==> config.mk <==
export PLATFORM = sky130hd
export DESIGN_NAME = ppc_cmd_controller_flat
export DESIGN_NICKNAME = d
export VERILOG_FILES = /design/src/rtl/ppc_cmd_controller_pkg.sv /design/src/rtl/ppc_cmd_controller_if.sv /design/src/rtl/ppc_cmd_controller_rr_arb2.sv /design/src/rtl/ppc_cmd_controller.sv /design/src/flat_wrapper.sv
export SDC_FILE = /design/constraint.sdc
export NUM_CORES = 1
export LEC_CHECK = 0
export ABC_AREA = 0
export BUFFER_PORTS_ARGS = -buffer_cell sky130_fd_sc_hd__buf_4
export CAP_MARGIN = 40
export CORE_MARGIN = 5
export CORE_UTILIZATION = 49
export CTS_CLUSTER_DIAMETER = 120
export DETAILED_ROUTE_END_ITERATION = 8
export PLACE_DENSITY_LB_ADDON = 0.15
export SLEW_MARGIN = 20
export SYNTH_ARGS = -nofsm -noshare
export SYNTH_HDL_FRONTEND = slang
export SYNTH_SLANG_ARGS = --single-unit
==> constraint.sdc <==
create_clock -name clk -period 2.5 [get_ports clk]
set_clock_uncertainty 0.1 [all_clocks]
set_input_delay 0.125 -clock clk [delete_from_list [all_inputs] [get_ports clk]]
set_output_delay 0.125 -clock clk [all_outputs]
set_load 0.05 [all_outputs]
==> src/rtl/ppc_cmd_controller_pkg.sv <==
// Shared encodings for the ping-pong counter command controller.
// Command codes and controller FSM states.
package ppc_cmd_controller_pkg;

  typedef enum logic [1:0] {
    CMD_RUN  = 2'd0,
    CMD_STOP = 2'd1,
    CMD_FLIP = 2'd2,
    CMD_CFG  = 2'd3
  } cmd_e;

  typedef enum logic [1:0] {
    S_IDLE  = 2'd0,
    S_EXEC  = 2'd1,
    S_APPLY = 2'd2,
    S_RESP  = 2'd3
  } state_e;

endpackage

==> src/rtl/ppc_cmd_controller_if.sv <==
// Requester, response and counter-control bundle for ppc_cmd_controller.
// master = requesters plus counter side, slave = controller.
interface ppc_cmd_controller_if
  import ppc_cmd_controller_pkg::*;
#(
  parameter int WIDTH = 4
);
  logic             req0_valid;
  cmd_e             req0_cmd;
  logic [WIDTH-1:0] req0_max;
  logic [WIDTH-1:0] req0_min;
  logic             req0_ready;
  logic             req1_valid;
  cmd_e             req1_cmd;
  logic [WIDTH-1:0] req1_max;
  logic [WIDTH-1:0] req1_min;
  logic             req1_ready;
  logic             rsp_valid;
  logic             rsp_id;
  logic             rsp_err;
  logic [WIDTH-1:0] ctr_out;
  logic             ctr_dir;
  logic             ctr_enable;
  logic             ctr_flip;
  logic [WIDTH-1:0] ctr_max;
  logic [WIDTH-1:0] ctr_min;
  logic             ctr_load;

  modport master (
    output req0_valid, req0_cmd, req0_max, req0_min,
    input  req0_ready,
    output req1_valid, req1_cmd, req1_max, req1_min,
    input  req1_ready,
    input  rsp_valid, rsp_id, rsp_err,
    output ctr_out, ctr_dir,
    input  ctr_enable, ctr_flip, ctr_max, ctr_min, ctr_load
  );

  modport slave (
    input  req0_valid, req0_cmd, req0_max, req0_min,
    output req0_ready,
    input  req1_valid, req1_cmd, req1_max, req1_min,
    output req1_ready,
    output rsp_valid, rsp_id, rsp_err,
    input  ctr_out, ctr_dir,
    output ctr_enable, ctr_flip, ctr_max, ctr_min, ctr_load
  );
endinterface

==> src/rtl/ppc_cmd_controller_rr_arb2.sv <==
// Two-way round-robin arbiter; the tie pointer moves
// only when a granted request is actually transferred.
module rr_arb2 (
  input  logic       clk,
  input  logic       rst,
  input  logic [1:0] valid,
  input  logic       advance,
  output logic [1:0] grant
);
  logic ptr;

  always_comb begin
    grant = valid;
    if (valid == 2'b11)
      grant = ptr ? 2'b10 : 2'b01;
  end

  // after serving req0 the tie goes to req1, and vice versa
  always_ff @(posedge clk) begin
    if (rst)
      ptr <= 1'b0;
    else if (advance)
      ptr <= grant[0];
  end
endmodule

==> src/rtl/ppc_cmd_controller.sv <==
// Arbitrates two command requesters and sequences each command
// into registered ping-pong counter controls with a response pulse.
module ppc_cmd_controller
  import ppc_cmd_controller_pkg::*;
#(
  parameter int WIDTH         = 4,
  parameter int DEF_MAX       = 15,
  parameter int DEF_MIN       = 0,
  parameter int RUN_AFTER_RST = 1
) (
  input logic                 clk,
  input logic                 rst,
  ppc_cmd_controller_if.slave bus
);
  state_e           state, state_nx;
  logic [1:0]       grant;
  logic             accept, sel;
  cmd_e             in_cmd;
  logic [WIDTH-1:0] in_max, in_min;
  logic             in_err, cfg_go;

  logic             id_q, err_q, cfg_q, en_save;
  logic [WIDTH-1:0] max_q, min_q;

  logic             en_r, flip_r, load_r;
  logic [WIDTH-1:0] max_r, min_r;
  logic             rv_r, rid_r, rerr_r;
  logic             en_nx, flip_nx, load_nx;
  logic [WIDTH-1:0] max_nx, min_nx;
  logic             rv_nx, rid_nx, rerr_nx;

  logic unused_status;
  assign unused_status = ^{bus.ctr_out, bus.ctr_dir};

  rr_arb2 u_arb (
    .clk     (clk),
    .rst     (rst),
    .valid   ({bus.req1_valid, bus.req0_valid}),
    .advance (accept),
    .grant   (grant)
  );

  assign bus.req0_ready = (state == S_IDLE) && !rst && grant[0];
  assign bus.req1_ready = (state == S_IDLE) && !rst && grant[1];
  assign accept = bus.req0_ready | bus.req1_ready;

  assign sel    = grant[1];
  assign in_cmd = sel ? bus.req1_cmd : bus.req0_cmd;
  assign in_max = sel ? bus.req1_max : bus.req0_max;
  assign in_min = sel ? bus.req1_min : bus.req0_min;
  assign cfg_go = (in_cmd == CMD_CFG) && (in_max > in_min);
  assign in_err = ((in_cmd == CMD_FLIP) && !en_r)
               || ((in_cmd == CMD_CFG) && !cfg_go);

  always_ff @(posedge clk) begin
    if (rst)
      state <= S_IDLE;
    else
      state <= state_nx;
  end

  always_comb begin
    state_nx = state;
    unique case (state)
      S_IDLE:  if (accept) state_nx = S_EXEC;
      S_EXEC:  state_nx = cfg_q ? S_APPLY : S_RESP;
      S_APPLY: state_nx = S_RESP;
      S_RESP:  state_nx = S_IDLE;
    endcase
  end

  always_comb begin
    en_nx   = en_r;
    flip_nx = 1'b0;
    load_nx = 1'b0;
    max_nx  = max_r;
    min_nx  = min_r;
    rv_nx   = 1'b0;
    rid_nx  = 1'b0;
    rerr_nx = 1'b0;
    unique case (state)
      S_IDLE: begin
        if (accept) begin
          unique case (1'b1)
            in_cmd == CMD_RUN:  en_nx = 1'b1;
            in_cmd == CMD_STOP: en_nx = 1'b0;
            in_cmd == CMD_FLIP: flip_nx = en_r;
            in_cmd == CMD_CFG:  if (cfg_go) en_nx = 1'b0;
          endcase
        end
      end
      S_EXEC: begin
        if (cfg_q) begin
          max_nx  = max_q;
          min_nx  = min_q;
          load_nx = 1'b1;
        end else begin
          rv_nx   = 1'b1;
          rid_nx  = id_q;
          rerr_nx = err_q;
        end
      end
      S_APPLY: begin
        en_nx   = en_save;
        rv_nx   = 1'b1;
        rid_nx  = id_q;
        rerr_nx = err_q;
      end
      S_RESP: ;
    endcase
  end

  always_ff @(posedge clk) begin
    if (rst) begin
      id_q    <= 1'b0;
      err_q   <= 1'b0;
      cfg_q   <= 1'b0;
      en_save <= 1'b0;
      max_q   <= '0;
      min_q   <= '0;
    end else if (accept) begin
      id_q    <= sel;
      err_q   <= in_err;
      cfg_q   <= cfg_go;
      en_save <= en_r;
      max_q   <= in_max;
      min_q   <= in_min;
    end
  end

  always_ff @(posedge clk) begin
    if (rst) begin
      en_r   <= 1'(RUN_AFTER_RST);
      flip_r <= 1'b0;
      load_r <= 1'b0;
      max_r  <= WIDTH'(DEF_MAX);
      min_r  <= WIDTH'(DEF_MIN);
      rv_r   <= 1'b0;
      rid_r  <= 1'b0;
      rerr_r <= 1'b0;
    end else begin
      en_r   <= en_nx;
      flip_r <= flip_nx;
      load_r <= load_nx;
      max_r  <= max_nx;
      min_r  <= min_nx;
      rv_r   <= rv_nx;
      rid_r  <= rid_nx;
      rerr_r <= rerr_nx;
    end
  end

  assign bus.ctr_enable = en_r;
  assign bus.ctr_flip   = flip_r;
  assign bus.ctr_load   = load_r;
  assign bus.ctr_max    = max_r;
  assign bus.ctr_min    = min_r;
  assign bus.rsp_valid  = rv_r;
  assign bus.rsp_id     = rid_r;
  assign bus.rsp_err    = rerr_r;
endmodule

==> src/flat_wrapper.sv <==
// flat-port wrapper written by rule: the top's interface ports become plain ports
module ppc_cmd_controller_flat import ppc_cmd_controller_pkg::*;
#(
  parameter int WIDTH         = 4,
  parameter int DEF_MAX       = 15,
  parameter int DEF_MIN       = 0,
  parameter int RUN_AFTER_RST = 1
)
  (clk, rst, bus_req0_valid, bus_req0_cmd, bus_req0_max, bus_req0_min, bus_req0_ready, bus_req1_valid, bus_req1_cmd, bus_req1_max, bus_req1_min, bus_req1_ready, bus_rsp_valid, bus_rsp_id, bus_rsp_err, bus_ctr_out, bus_ctr_dir, bus_ctr_enable, bus_ctr_flip, bus_ctr_max, bus_ctr_min, bus_ctr_load);
  ppc_cmd_controller_if #(.WIDTH(WIDTH)) bus_i ();
  input logic clk;
  input logic rst;
  input wire logic [$bits(bus_i.req0_valid)-1:0] bus_req0_valid;
  input wire logic [$bits(bus_i.req0_cmd)-1:0] bus_req0_cmd;
  input wire logic [$bits(bus_i.req0_max)-1:0] bus_req0_max;
  input wire logic [$bits(bus_i.req0_min)-1:0] bus_req0_min;
  output wire logic [$bits(bus_i.req0_ready)-1:0] bus_req0_ready;
  input wire logic [$bits(bus_i.req1_valid)-1:0] bus_req1_valid;
  input wire logic [$bits(bus_i.req1_cmd)-1:0] bus_req1_cmd;
  input wire logic [$bits(bus_i.req1_max)-1:0] bus_req1_max;
  input wire logic [$bits(bus_i.req1_min)-1:0] bus_req1_min;
  output wire logic [$bits(bus_i.req1_ready)-1:0] bus_req1_ready;
  output wire logic [$bits(bus_i.rsp_valid)-1:0] bus_rsp_valid;
  output wire logic [$bits(bus_i.rsp_id)-1:0] bus_rsp_id;
  output wire logic [$bits(bus_i.rsp_err)-1:0] bus_rsp_err;
  input wire logic [$bits(bus_i.ctr_out)-1:0] bus_ctr_out;
  input wire logic [$bits(bus_i.ctr_dir)-1:0] bus_ctr_dir;
  output wire logic [$bits(bus_i.ctr_enable)-1:0] bus_ctr_enable;
  output wire logic [$bits(bus_i.ctr_flip)-1:0] bus_ctr_flip;
  output wire logic [$bits(bus_i.ctr_max)-1:0] bus_ctr_max;
  output wire logic [$bits(bus_i.ctr_min)-1:0] bus_ctr_min;
  output wire logic [$bits(bus_i.ctr_load)-1:0] bus_ctr_load;
  assign bus_i.req0_valid = bus_req0_valid;
  assign bus_i.req0_cmd = bus_req0_cmd;
  assign bus_i.req0_max = bus_req0_max;
  assign bus_i.req0_min = bus_req0_min;
  assign bus_req0_ready = bus_i.req0_ready;
  assign bus_i.req1_valid = bus_req1_valid;
  assign bus_i.req1_cmd = bus_req1_cmd;
  assign bus_i.req1_max = bus_req1_max;
  assign bus_i.req1_min = bus_req1_min;
  assign bus_req1_ready = bus_i.req1_ready;
  assign bus_rsp_valid = bus_i.rsp_valid;
  assign bus_rsp_id = bus_i.rsp_id;
  assign bus_rsp_err = bus_i.rsp_err;
  assign bus_i.ctr_out = bus_ctr_out;
  assign bus_i.ctr_dir = bus_ctr_dir;
  assign bus_ctr_enable = bus_i.ctr_enable;
  assign bus_ctr_flip = bus_i.ctr_flip;
  assign bus_ctr_max = bus_i.ctr_max;
  assign bus_ctr_min = bus_i.ctr_min;
  assign bus_ctr_load = bus_i.ctr_load;
  ppc_cmd_controller #(.WIDTH(WIDTH), .DEF_MAX(DEF_MAX), .DEF_MIN(DEF_MIN), .RUN_AFTER_RST(RUN_AFTER_RST)) u_core (.clk(clk), .rst(rst), .bus(bus_i));
endmodule
==> flow_results.xml, run 1 <==
<?xml version="1.0" encoding="UTF-8"?>
<metrics>
  <group name="timing">
    <metric name="max_slew_margin" unit="%">74.8</metric>
    <metric name="max_freq" unit="MHz">427</metric>
    <metric name="final-hold-violation-count" unit="">0</metric>
    <metric name="post-route-worst-setup-slack" unit="ps">159</metric>
    <metric name="worst_slew_pin_slew" unit="ps">378</metric>
    <metric name="final.hold.worst_slack" unit="ps">59.2</metric>
    <metric name="maxSlewViolCount" unit="">0</metric>
    <metric name="setup_total_negative_slack" unit="ps">0</metric>
    <metric name="rsz0062_at_grt" unit="">no</metric>
    <metric name="final.period_utilization" unit="%">93.7</metric>
    <metric name="final-setup-viol-count" unit="">0</metric>
    <metric name="layout_min_cycle_time" unit="ps">2340</metric>
  </group>
  <group name="layout">
    <metric name="utilization_of_the_core_after_routing" unit="%">64.1</metric>
    <metric name="mostFrequentLayoutCell" unit="">sky130_fd_sc_hd__buf_4</metric>
    <metric name="final_design_area_no_fill" unit="um^2">1750</metric>
    <metric name="finalNetCount" unit="">231</metric>
    <metric name="drive_above_1_share" unit="%">28.6</metric>
    <metric name="layout_common_cells" unit="">sky130_fd_sc_hd__buf_4, sky130_fd_sc_hd__dfxtp_1, sky130_fd_sc_hd__nor2_1</metric>
    <metric name="diodes" unit="">0</metric>
    <metric name="area_growth_syn_to_layout" unit="%">25.4</metric>
  </group>
  <group name="worst_hold_path">
    <metric name="holdPathStages" unit="">2</metric>
    <metric name="hold_class" unit="">primary input to flip-flop</metric>
    <metric name="worst_hold_startpoint" unit="">rst</metric>
    <metric name="hold_end" unit="">u_core.en_save$_SDFFE_PP0N_</metric>
  </group>
  <group name="floorplanning">
    <metric name="area_enclosed_by_the_die_boundary" unit="um^2">4020</metric>
    <metric name="fp.dieH" unit="um">63.4</metric>
    <metric name="coreArea" unit="um^2">2730</metric>
    <metric name="row_count" unit="">19</metric>
    <metric name="initial_core_util" unit="%">51.1</metric>
    <metric name="die_width" unit="um">63.4</metric>
    <metric name="top_level_ports" unit="">45</metric>
  </group>
  <group name="clocking">
    <metric name="cts.clk_slew.worst_paths" unit="ps">80</metric>
    <metric name="cts_tree" unit="">yes</metric>
    <metric name="clk_latency" unit="ps">330</metric>
    <metric name="cts_buffers" unit="">5</metric>
    <metric name="cts-root-to-sink-buffers" unit="">2</metric>
    <metric name="cts_root_buf" unit="">sky130_fd_sc_hd__clkbuf_4</metric>
    <metric name="cts_num_sinks" unit="">29</metric>
    <metric name="htreeDepth" unit="">2</metric>
  </group>
  <group name="grt">
    <metric name="grt_remaining_overflow" unit="">0</metric>
    <metric name="vias_in_the_first_global_route" unit="">1226</metric>
    <metric name="pin_count_of_the_biggest_net_entering_global_routing" unit="">29</metric>
    <metric name="antenna_violations_before_repair" unit="">0</metric>
    <metric name="grt_first_pass_wirelength" unit="um">5230</metric>
    <metric name="globalRouteTotalUtil" unit="%">16.3</metric>
  </group>
  <group name="logic_synthesis">
    <metric name="yosys_warnings" unit="">0</metric>
    <metric name="synthCells" unit="">153</metric>
    <metric name="post_synthesis_net_count" unit="">189</metric>
    <metric name="ys_seq_area_share" unit="%">41.5</metric>
    <metric name="synthesis.area" unit="um^2">1400</metric>
    <metric name="synth_area_per_cell" unit="um^2">9.13</metric>
    <metric name="synth_cell_type_count" unit="">38</metric>
    <metric name="postSynthRegisterBits" unit="">29</metric>
  </group>
  <group name="critical_path">
    <metric name="worst-setup-path-type" unit="">flip-flop to flip-flop</metric>
    <metric name="crit_arrival" unit="ps">2500</metric>
    <metric name="worstPathMaxFanout" unit="">7</metric>
    <metric name="reg2reg_slack" unit="ps">160</metric>
    <metric name="crit_required" unit="ps">2650</metric>
    <metric name="crit_reg_reg_startpoint" unit="">u_core.u_arb.ptr$_SDFFE_PP0N_</metric>
    <metric name="start_kind" unit="">flip-flop</metric>
    <metric name="kind_of_end_point_of_the_critical_path" unit="">flip-flop</metric>
    <metric name="rr_worst_depth" unit="">9</metric>
    <metric name="r2r_end" unit="">u_core.err_q$_SDFFE_PP0N_</metric>
  </group>
  <group name="detailed_routing">
    <metric name="avgRoutedWirePerCell" unit="um">13.5</metric>
    <metric name="dr.pass1.iters" unit="">4</metric>
    <metric name="drt_iter0_markers" unit="">42</metric>
    <metric name="vias_per_cell" unit="">5.47</metric>
    <metric name="detail_route.wirelength" unit="um">3060</metric>
    <metric name="vias" unit="">1242</metric>
    <metric name="ant_nets" unit="">0</metric>
    <metric name="drc_errors" unit="">0</metric>
  </group>
  <group name="flow_run">
    <metric name="maxCapViolCount" unit="">0</metric>
  </group>
  <group name="place">
    <metric name="pre_cts_slack" unit="ps">165</metric>
    <metric name="place.detailed.hpwl" unit="um">2310</metric>
    <metric name="routabilityCongestion" unit="">0.809</metric>
    <metric name="port_buffers" unit="">39</metric>
    <metric name="postPlaceCellArea" unit="um^2">1690</metric>
  </group>
  <group name="power_and_ir_drop">
    <metric name="powerDensity" unit="nW/um^2">784</metric>
    <metric name="ir_drop" unit="mV">0.589</metric>
    <metric name="lkg_pwr" unit="nW">0.775</metric>
  </group>
  <group name="outcome">
    <metric name="run_status" unit="">complete, no violations</metric>
  </group>
</metrics>
[worst max-delay path, cell delays in order, from the launching register on]
cell and delay (ps):
sky130_fd_sc_hd__dfxtp_1 390, sky130_fd_sc_hd__o21ai_4 260, sky130_fd_sc_hd__buf_4 190, sky130_fd_sc_hd__mux2i_1 250, sky130_fd_sc_hd__ha_1 300, sky130_fd_sc_hd__a211oi_1 200
sky130_fd_sc_hd__nand2_1 80, sky130_fd_sc_hd__o211ai_1 150, sky130_fd_sc_hd__a221oi_1 160, sky130_fd_sc_hd__nor3_1 190
[worst max path at each step]
| stage | start | endpoint | slack (ps) | depth (start not counted) |
|---|---|---|---|---|
| floorplan | u_core.state[0]$_SDFFE_PP0P_ | u_core.id_q$_SDFFE_PP0N_ | 130 | 5 |
| global placement | u_core.u_arb.ptr$_SDFFE_PP0N_ | u_core.cfg_q$_SDFFE_PP0N_ | 230 | 8 |
| detailed placement | u_core.u_arb.ptr$_SDFFE_PP0N_ | u_core.cfg_q$_SDFFE_PP0N_ | 160 | 8 |
| CTS | u_core.u_arb.ptr$_SDFFE_PP0N_ | u_core.err_q$_SDFFE_PP0N_ | 130 | 9 |
| global route | u_core.u_arb.ptr$_SDFFE_PP0N_ | u_core.err_q$_SDFFE_PP0N_ | 20 | 9 |
| finish | u_core.u_arb.ptr$_SDFFE_PP0N_ | u_core.err_q$_SDFFE_PP0N_ | 160 | 9 |
[cells in the mapped netlist]
library cell               number  area share (%)
sky130_fd_sc_hd__a211o_1        4             2.5
sky130_fd_sc_hd__a211oi_1       7             3.8
sky130_fd_sc_hd__a21o_1         1            0.54
sky130_fd_sc_hd__a21oi_1       10             3.6
sky130_fd_sc_hd__a21oi_2        2             1.3
sky130_fd_sc_hd__a221oi_1       2             1.3
sky130_fd_sc_hd__a311oi_1       1            0.63
sky130_fd_sc_hd__a32oi_1        1            0.63
sky130_fd_sc_hd__and2_1         4             1.8
sky130_fd_sc_hd__and3_1         4             1.8
sky130_fd_sc_hd__buf_2          1            0.36
sky130_fd_sc_hd__buf_4          3             1.6
sky130_fd_sc_hd__buf_6          2             1.6
sky130_fd_sc_hd__clkbuf_1       2            0.54
sky130_fd_sc_hd__dfxtp_1       29              42
sky130_fd_sc_hd__ha_1           7             6.3
sky130_fd_sc_hd__inv_1          7             1.9
sky130_fd_sc_hd__inv_2          2            0.54
sky130_fd_sc_hd__mux2_1         1            0.81
sky130_fd_sc_hd__mux2_2         3             2.4
sky130_fd_sc_hd__mux2i_1        7             5.0
sky130_fd_sc_hd__nand2_1       13             3.5
sky130_fd_sc_hd__nand2b_1       1            0.45
sky130_fd_sc_hd__nand2b_4       1            0.98
sky130_fd_sc_hd__nand3_1        5             1.8
sky130_fd_sc_hd__nand3b_1       1            0.54
sky130_fd_sc_hd__nand4_1        1            0.45
sky130_fd_sc_hd__nor2_1        15             4.0
sky130_fd_sc_hd__nor2b_1        2            0.90
sky130_fd_sc_hd__nor3_1         3             1.1
sky130_fd_sc_hd__nor3b_1        1            0.54
sky130_fd_sc_hd__o211ai_1       2             1.1
sky130_fd_sc_hd__o21ai_0        3             1.1
sky130_fd_sc_hd__o21ai_1        1            0.36
sky130_fd_sc_hd__o21ai_4        1             1.2
sky130_fd_sc_hd__o31ai_1        1            0.54
sky130_fd_sc_hd__o32ai_1        1            0.63
sky130_fd_sc_hd__or3b_1         1            0.63
[routing by layer]
layer | global-route usage (%) | share of wire [%] | wire (um)
met1 | 18.9 | 44 | 1330
met2 | 27.0 | 45 | 1390
met3 | 5.68 | 9.1 | 277
met4 | 7.01 | 2.0 | 60
met5 | 0 | 0 | 0
[flip-flops by register name, summed over array words and instances, names as in the netlist]
name and flops:
u_core.bus.ctr_load 1, u_core.err_q 1, u_core.cfg_q 1, u_core.bus.rsp_id 1
u_core.state 2, u_core.bus.ctr_flip 1, u_core.bus.rsp_valid 1, u_core.bus.ctr_max 4
u_core.min_q 4, u_core.u_arb.ptr 1, u_core.bus.ctr_enable 1, u_core.bus.ctr_min 4
u_core.en_save 1, u_core.id_q 1, u_core.bus.rsp_err 1, u_core.max_q 4
[power by group]
part	total, mW	internal, mW	switching [mW]	leakage [nW]
clock	0.263	0.112	0.151	0.0265
sequential	0.585	0.536	0.0487	0.237
combinational	0.526	0.205	0.321	0.512
[cells by family after synthesis]
| family | after synthesis | share of synthesized area (%) |
|---|---|---|
| flip-flops | 29 | 41.5 |
| AND/OR/NAND/NOR | 52 | 18.4 |
| buffers and inverters | 17 | 6.54 |
| multiplexers | 11 | 8.24 |
| AO/OA/AOI/OAI | 37 | 19.0 |
| adder cells (fa/ha/maj) | 7 | 6.27 |
[cell type report]
class                      instances  area [um^2]
clock buffer                       8         48.8
fill                             251          981
inverter                           9         33.8
multi-input combinational        107          726
sequential                        29          581
tap                               31         38.8
timing repair buffer              43          325
[metrics by stage]
stage	std cells	power [mW]
finish	227	1.37
global route	227	1.47
CTS	227	1.38
detailed placement	218	1.12
floorplan	153	0.977
global placement	218	1.09
[repair_timing]
action,4_1_cts,5_1_grt
buffers inserted,0,0
setup endpoints to repair,0,1
resized for setup,0,0
endpoints found under the hold margin,1,0
hold buffers,1,0
(Power assumes the default switching activity.)
==> run 2, diff against run 1 <==
Settings changed: MAX_ROUTING_LAYER set to met4.
==> run 2 against run 1 <==
Power about the same. Maximum frequency is 0.19% higher. Die area unchanged. Cell area stayed put. First-iteration DRC count is 14% higher. Clock power barely moved. Hold slack about the same. Cell count is the same. Register-to-register slack about the same. Via count barely moved. Sequential power is essentially flat. Highest routed layer unchanged.
==> flow_results.xml, run 2 (synthesis results as in run 1) <==
<?xml version="1.0" encoding="UTF-8"?>
<metrics>
  <group name="clocking">
    <metric name="cts_num_sinks" unit="">29</metric>
    <metric name="cts_buffers" unit="">5</metric>
    <metric name="cts-root-to-sink-buffers" unit="">2</metric>
    <metric name="cts_setup_buffers" unit="">0</metric>
    <metric name="cts_tree" unit="">yes</metric>
    <metric name="cts_root_buf" unit="">sky130_fd_sc_hd__clkbuf_4</metric>
    <metric name="cts.clk_slew.worst_paths" unit="ps">80</metric>
    <metric name="htreeDepth" unit="">2</metric>
    <metric name="clk_latency" unit="ps">330</metric>
  </group>
  <group name="timing">
    <metric name="max_freq" unit="MHz">428</metric>
    <metric name="layout_min_cycle_time" unit="ps">2340</metric>
    <metric name="final-hold-violation-count" unit="">0</metric>
    <metric name="max_slew_margin" unit="%">74.9</metric>
    <metric name="rsz0062_at_grt" unit="">no</metric>
    <metric name="final-setup-viol-count" unit="">0</metric>
    <metric name="setup_total_negative_slack" unit="ps">0</metric>
    <metric name="maxSlewViolCount" unit="">0</metric>
    <metric name="final.period_utilization" unit="%">93.5</metric>
    <metric name="worst_slew_pin_slew" unit="ps">377</metric>
    <metric name="post-route-worst-setup-slack" unit="ps">163</metric>
  </group>
  <group name="flow_run">
    <metric name="maxCapViolCount" unit="">0</metric>
  </group>
  <group name="power_and_ir_drop">
    <metric name="ir_drop" unit="mV">0.589</metric>
    <metric name="powerDensity" unit="nW/um^2">784</metric>
    <metric name="switching_share" unit="%">37.9</metric>
    <metric name="p_switching" unit="mW">0.521</metric>
    <metric name="internal_portion_of_total_power" unit="mW">0.853</metric>
    <metric name="seq_power_share" unit="%">42.6</metric>
    <metric name="totalPowerFinal" unit="mW">1.37</metric>
    <metric name="power.combinational.fraction" unit="%">38.3</metric>
    <metric name="clkPwrFrac" unit="%">19.2</metric>
    <metric name="lkg_pwr" unit="nW">0.775</metric>
  </group>
  <group name="grt">
    <metric name="grt_first_pass_wirelength" unit="um">5230</metric>
    <metric name="vias_in_the_first_global_route" unit="">1226</metric>
    <metric name="globalRouteTotalUtil" unit="%">16.8</metric>
    <metric name="grt_remaining_overflow" unit="">0</metric>
    <metric name="antenna_violations_before_repair" unit="">0</metric>
    <metric name="pin_count_of_the_biggest_net_entering_global_routing" unit="">29</metric>
  </group>
  <group name="detailed_routing">
    <metric name="vias" unit="">1243</metric>
    <metric name="drt_iter0_markers" unit="">48</metric>
    <metric name="detail_route.wirelength" unit="um">3050</metric>
    <metric name="drc_errors" unit="">0</metric>
    <metric name="ant_nets" unit="">0</metric>
    <metric name="avgRoutedWirePerCell" unit="um">13.4</metric>
    <metric name="dr.pass1.iters" unit="">4</metric>
    <metric name="vias_per_cell" unit="">5.48</metric>
  </group>
  <group name="layout">
    <metric name="mostFrequentLayoutCell" unit="">sky130_fd_sc_hd__buf_4</metric>
    <metric name="layout_common_cells" unit="">sky130_fd_sc_hd__buf_4, sky130_fd_sc_hd__dfxtp_1, sky130_fd_sc_hd__nor2_1</metric>
    <metric name="area_growth_syn_to_layout" unit="%">25.4</metric>
    <metric name="fillerInstances" unit="">251</metric>
    <metric name="finalNetCount" unit="">231</metric>
    <metric name="diodes" unit="">0</metric>
    <metric name="drive_above_1_share" unit="%">28.6</metric>
  </group>
  <group name="critical_path">
    <metric name="critical_path.n_buffers_inverters" unit="">1</metric>
    <metric name="crit_required" unit="ps">2650</metric>
    <metric name="kind_of_end_point_of_the_critical_path" unit="">flip-flop</metric>
    <metric name="worstPathMaxFanout" unit="">7</metric>
    <metric name="start_kind" unit="">flip-flop</metric>
    <metric name="crit_family" unit="">compound AO/OA/AOI/OAI gates</metric>
    <metric name="timing.critical_path.cells" unit="">o21ai_4, buf_4, mux2i_1, ha_1, a211oi_1, nand2_1, o211ai_1, a221oi_1, nor3_1</metric>
    <metric name="crit_arrival" unit="ps">2490</metric>
    <metric name="max_stage_delay" unit="ps">390</metric>
    <metric name="critPathSlowestCell" unit="">sky130_fd_sc_hd__dfxtp_1</metric>
    <metric name="worst-setup-path-type" unit="">flip-flop to flip-flop</metric>
  </group>
  <group name="outcome">
    <metric name="run_status" unit="">complete, no violations</metric>
  </group>
  <group name="floorplanning">
    <metric name="fp.dieH" unit="um">63.4</metric>
    <metric name="row_count" unit="">19</metric>
    <metric name="coreArea" unit="um^2">2730</metric>
    <metric name="top_level_ports" unit="">45</metric>
    <metric name="initial_core_util" unit="%">51.1</metric>
    <metric name="area_enclosed_by_the_die_boundary" unit="um^2">4020</metric>
    <metric name="die_width" unit="um">63.4</metric>
  </group>
  <group name="place">
    <metric name="pre_cts_slack" unit="ps">165</metric>
    <metric name="port_buffers" unit="">39</metric>
    <metric name="place.detailed.hpwl" unit="um">2310</metric>
    <metric name="routabilityCongestion" unit="">0.820</metric>
  </group>
  <group name="worst_hold_path">
    <metric name="hold_class" unit="">primary input to flip-flop</metric>
  </group>
</metrics>
[run 2: power groups by stage]
stage / Clock (mW) / Sequential (mW) / Combinational (mW)
6_report: 0.263 / 0.585 / 0.526
5_1_grt: 0.291 / 0.595 / 0.583
4_1_cts: 0.270 / 0.585 / 0.526
3_5_place_dp: 0 / 0.595 / 0.520
3_3_place_gp: 0 / 0.590 / 0.498
2_1_floorplan: 0 / 0.626 / 0.351
[run 2: area by class of cell]
class | instances | area [um^2] | share of cell area [%]
Multi-Input combinational cell | 107 | 726 | 41.4
Sequential cell | 29 | 581 | 33.1
Clock buffer | 8 | 48.8 | 2.78
Tap cell | 31 | 38.8 | 2.21
Inverter | 9 | 33.8 | 1.93
Timing Repair Buffer | 43 | 325 | 18.6
[run 2: per-layer routing]
layer / part of all wire (%) / track usage (%) / up-vias
met5: 0 / - / -
met4: 2.0 / 7.01 / 0
met3: 7.8 / 4.80 / 5
met2: 45 / 27.0 / 44
met1: 45 / 19.4 / 565
li1: - / - / 629
[run 2: timing repair]
action,4_1_cts,5_1_grt
gates resized for setup,0,0
hold buffers,1,0
endpoints found under the hold margin,1,0
setup endpoints to repair,0,1
[run 2: path summary, 6_finish.rpt]
kind,start,endpoint,slack (ps),depth (start not counted)
worst max-delay path,u_core.u_arb.ptr$_SDFFE_PP0N_,u_core.err_q$_SDFFE_PP0N_,160,9
worst min-delay path,rst,u_core.en_save$_SDFFE_PP0N_,60,2
worst max register to register,u_core.u_arb.ptr$_SDFFE_PP0N_,u_core.err_q$_SDFFE_PP0N_,160,9
worst min register to register,u_core.bus.ctr_min[2]$_SDFFE_PP0P_,u_core.bus.ctr_min[2]$_SDFFE_PP0P_,360,2
[run 2: worst register-to-register path, stage by stage (launching register included)]
cell	delay, ps
sky130_fd_sc_hd__dfxtp_1	390
sky130_fd_sc_hd__o21ai_4	260
sky130_fd_sc_hd__buf_4	190
sky130_fd_sc_hd__mux2i_1	250
sky130_fd_sc_hd__ha_1	300
sky130_fd_sc_hd__a211oi_1	200
sky130_fd_sc_hd__nand2_1	80
sky130_fd_sc_hd__o211ai_1	140
sky130_fd_sc_hd__a221oi_1	160
sky130_fd_sc_hd__nor3_1	190
[run 2: through the flow]
step	hold WS (ps)	instance area [um^2]	std cells	util [%]
final	59.1	1750	227	64.1
after CTS	43.7	1750	227	64.1
after global routing	80.0	1750	227	64.1
after floorplan	145	1400	153	-
after global placement	288	1690	218	62.0
after detailed placement	296	1690	218	62.0
==> run 3, diff against run 2 <==
Settings changed: PLACE_DENSITY set to 0.77, PLACE_DENSITY_LB_ADDON 0.15 to unset.
==> run 3 against run 2 <==
Die area unchanged. Power is 4.4% higher. Sequential share of layout area decreased by 0.40 points. Hold slack got worse by 9.2 ps. Clock power up 24%. Cell count stayed put. Flip-flop and latch count did not move. Clock-buffer cell count fell by 1. Setup slack worse by 8.0 ps. Critical path depth shrank 1. Critical endpoint is now u_core.cfg_q$_SDFFE_PP0N_. Highest routed layer unchanged.
==> flow_results.xml, run 3 (synthesis results as in run 1) <==
<?xml version="1.0" encoding="UTF-8"?>
<metrics>
  <group name="outcome">
    <metric name="run_status" unit="">complete, no violations</metric>
  </group>
  <group name="grt">
    <metric name="grt_remaining_overflow" unit="">0</metric>
    <metric name="antenna_violations_before_repair" unit="">0</metric>
    <metric name="globalRouteTotalUtil" unit="%">16.3</metric>
    <metric name="grt_first_pass_wirelength" unit="um">5100</metric>
    <metric name="pin_count_of_the_biggest_net_entering_global_routing" unit="">29</metric>
    <metric name="vias_in_the_first_global_route" unit="">1219</metric>
  </group>
  <group name="detailed_routing">
    <metric name="vias" unit="">1237</metric>
    <metric name="detail_route.wirelength" unit="um">3090</metric>
    <metric name="drc_errors" unit="">0</metric>
    <metric name="vias_per_cell" unit="">5.45</metric>
    <metric name="avgRoutedWirePerCell" unit="um">13.6</metric>
    <metric name="ant_nets" unit="">0</metric>
    <metric name="drt_iter0_markers" unit="">53</metric>
    <metric name="dr.pass1.iters" unit="">4</metric>
  </group>
  <group name="timing">
    <metric name="maxSlewViolCount" unit="">0</metric>
    <metric name="final.period_utilization" unit="%">93.8</metric>
    <metric name="setup_total_negative_slack" unit="ps">0</metric>
    <metric name="final.hold.worst_slack" unit="ps">49.9</metric>
    <metric name="worst_slew_pin_slew" unit="ps">359</metric>
    <metric name="final-setup-viol-count" unit="">0</metric>
    <metric name="rsz0062_at_grt" unit="">no</metric>
    <metric name="max_slew_margin" unit="%">76.1</metric>
    <metric name="layout_min_cycle_time" unit="ps">2340</metric>
    <metric name="max_freq" unit="MHz">426</metric>
    <metric name="final-hold-violation-count" unit="">0</metric>
  </group>
  <group name="power_and_ir_drop">
    <metric name="powerDensity" unit="nW/um^2">809</metric>
    <metric name="ir_drop" unit="mV">0.625</metric>
    <metric name="lkg_pwr" unit="nW">0.790</metric>
  </group>
  <group name="critical_path">
    <metric name="crit_arrival" unit="ps">2520</metric>
    <metric name="crit_family" unit="">compound AO/OA/AOI/OAI gates</metric>
    <metric name="start_kind" unit="">flip-flop</metric>
    <metric name="critical_path.n_buffers_inverters" unit="">0</metric>
    <metric name="kind_of_end_point_of_the_critical_path" unit="">flip-flop</metric>
    <metric name="critPathSlowestCell" unit="">sky130_fd_sc_hd__dfxtp_1</metric>
    <metric name="reg2reg_slack" unit="ps">160</metric>
    <metric name="max_stage_delay" unit="ps">390</metric>
    <metric name="timing.critical_path.cells" unit="">o21ai_4, mux2_2, ha_1, nand3b_1, nand2_1, o211ai_1, or3b_1, a21oi_2</metric>
    <metric name="worstPathMaxFanout" unit="">7</metric>
    <metric name="crit_required" unit="ps">2670</metric>
    <metric name="worst-setup-path-type" unit="">flip-flop to flip-flop</metric>
  </group>
  <group name="floorplanning">
    <metric name="initial_core_util" unit="%">51.1</metric>
    <metric name="top_level_ports" unit="">45</metric>
    <metric name="fp.dieH" unit="um">63.4</metric>
    <metric name="die_width" unit="um">63.4</metric>
    <metric name="area_enclosed_by_the_die_boundary" unit="um^2">4020</metric>
    <metric name="coreArea" unit="um^2">2730</metric>
    <metric name="row_count" unit="">19</metric>
  </group>
  <group name="layout">
    <metric name="finalNetCount" unit="">231</metric>
    <metric name="fillerInstances" unit="">226</metric>
    <metric name="multi_input_area" unit="um^2">726</metric>
    <metric name="area_growth_syn_to_layout" unit="%">26.9</metric>
    <metric name="layout_common_cells" unit="">sky130_fd_sc_hd__buf_4, sky130_fd_sc_hd__dfxtp_1, sky130_fd_sc_hd__nor2_1</metric>
    <metric name="diodes" unit="">0</metric>
    <metric name="seq_area" unit="um^2">581</metric>
    <metric name="mostFrequentLayoutCell" unit="">sky130_fd_sc_hd__buf_4</metric>
    <metric name="drive_above_1_share" unit="%">30.1</metric>
  </group>
  <group name="place">
    <metric name="place.detailed.hpwl" unit="um">2410</metric>
    <metric name="port_buffers" unit="">39</metric>
    <metric name="routabilityCongestion" unit="">0.815</metric>
  </group>
  <group name="clocking">
    <metric name="cts_num_sinks" unit="">29</metric>
    <metric name="cts_root_buf" unit="">sky130_fd_sc_hd__clkbuf_4</metric>
    <metric name="htreeDepth" unit="">2</metric>
    <metric name="cts.clk_slew.worst_paths" unit="ps">90</metric>
    <metric name="cts_buffers" unit="">5</metric>
    <metric name="cts_setup_buffers" unit="">0</metric>
    <metric name="ctsResizeCount" unit="">0</metric>
    <metric name="cts-root-to-sink-buffers" unit="">2</metric>
    <metric name="cts_tree" unit="">yes</metric>
    <metric name="clk_latency" unit="ps">330</metric>
  </group>
  <group name="flow_run">
    <metric name="maxCapViolCount" unit="">0</metric>
  </group>
  <group name="worst_hold_path">
    <metric name="hold_class" unit="">primary input to flip-flop</metric>
  </group>
</metrics>
==> run 3: cell count changes in the layout (fill, tap and decap cells not counted), sizes merged <==
| cell | previous run | this run |
|---|---|---|
| clkbuf | 8 | 7 |
| clkinv | 0 | 1 |
==> run 3: worst paths after layout <==
check / from / endpoint / cells past startpoint
setup reg to reg: u_core.u_arb.ptr$_SDFFE_PP0N_ / u_core.cfg_q$_SDFFE_PP0N_ / 8
setup / recovery: u_core.u_arb.ptr$_SDFFE_PP0N_ / u_core.cfg_q$_SDFFE_PP0N_ / 8
hold reg to reg: u_core.max_q[2]$_SDFFE_PP0N_ / u_core.max_q[2]$_SDFFE_PP0N_ / 2
hold / removal: rst / u_core.cfg_q$_SDFFE_PP0N_ / 2
==> run 3: repair_timing <==
item,CTS,global route
endpoints found under the hold margin,1,0
endpoints found under the setup margin,0,2
hold buffers,1,0
==> run 3: stage by stage <==
stage / setup slack (ps) / area [um^2] / total power, mW / utilization (%) / std cells
final: 155 / 1770 / 1.43 / 64.9 / 227
after global routing: 7.26 / 1770 / 1.54 / 64.9 / 227
after CTS: 134 / 1770 / 1.44 / 64.9 / 227
after detailed placement: 155 / 1690 / 1.12 / 62.0 / 218
after global placement: 199 / 1690 / 1.09 / 62.0 / 218
after floorplan: 126 / 1400 / 0.977 / - / 153
==> run 3: layout make-up <==
cell class	instances	share of cell area (%)
repair buffers	43	18.3
clock buffers	7	3.67
well taps	31	2.19
clock inverters	1	0.282
flip-flops and latches	29	32.7
multi-input cells	107	40.9
inverters	9	1.90
==> run 3: worst register-to-register path: cells and delay by family, from the launching register on <==
family                   cells  cell delay, ps
flip-flops                   1             390
AO/OA/AOI/OAI                3             550
multiplexers                 1             400
AND/OR/NAND/NOR              3             530
adder cells (fa/ha/maj)      1             310
==> run 3: routing by layer <==
layer / global-route usage (%) / vias up / part of all wire [%]
li1: - / 626 / -
met1: 17.2 / 572 / 43
met2: 27.8 / 31 / 50
met3: 4.09 / 8 / 5.1
met4: 8.31 / 0 / 2.1
met5: - / - / 0
==> run 3: power by group <==
group | switching (mW) | total [mW] | internal (mW)
registers | 0.0519 | 0.588 | 0.536
logic | 0.316 | 0.521 | 0.205
clock network | 0.162 | 0.325 | 0.163
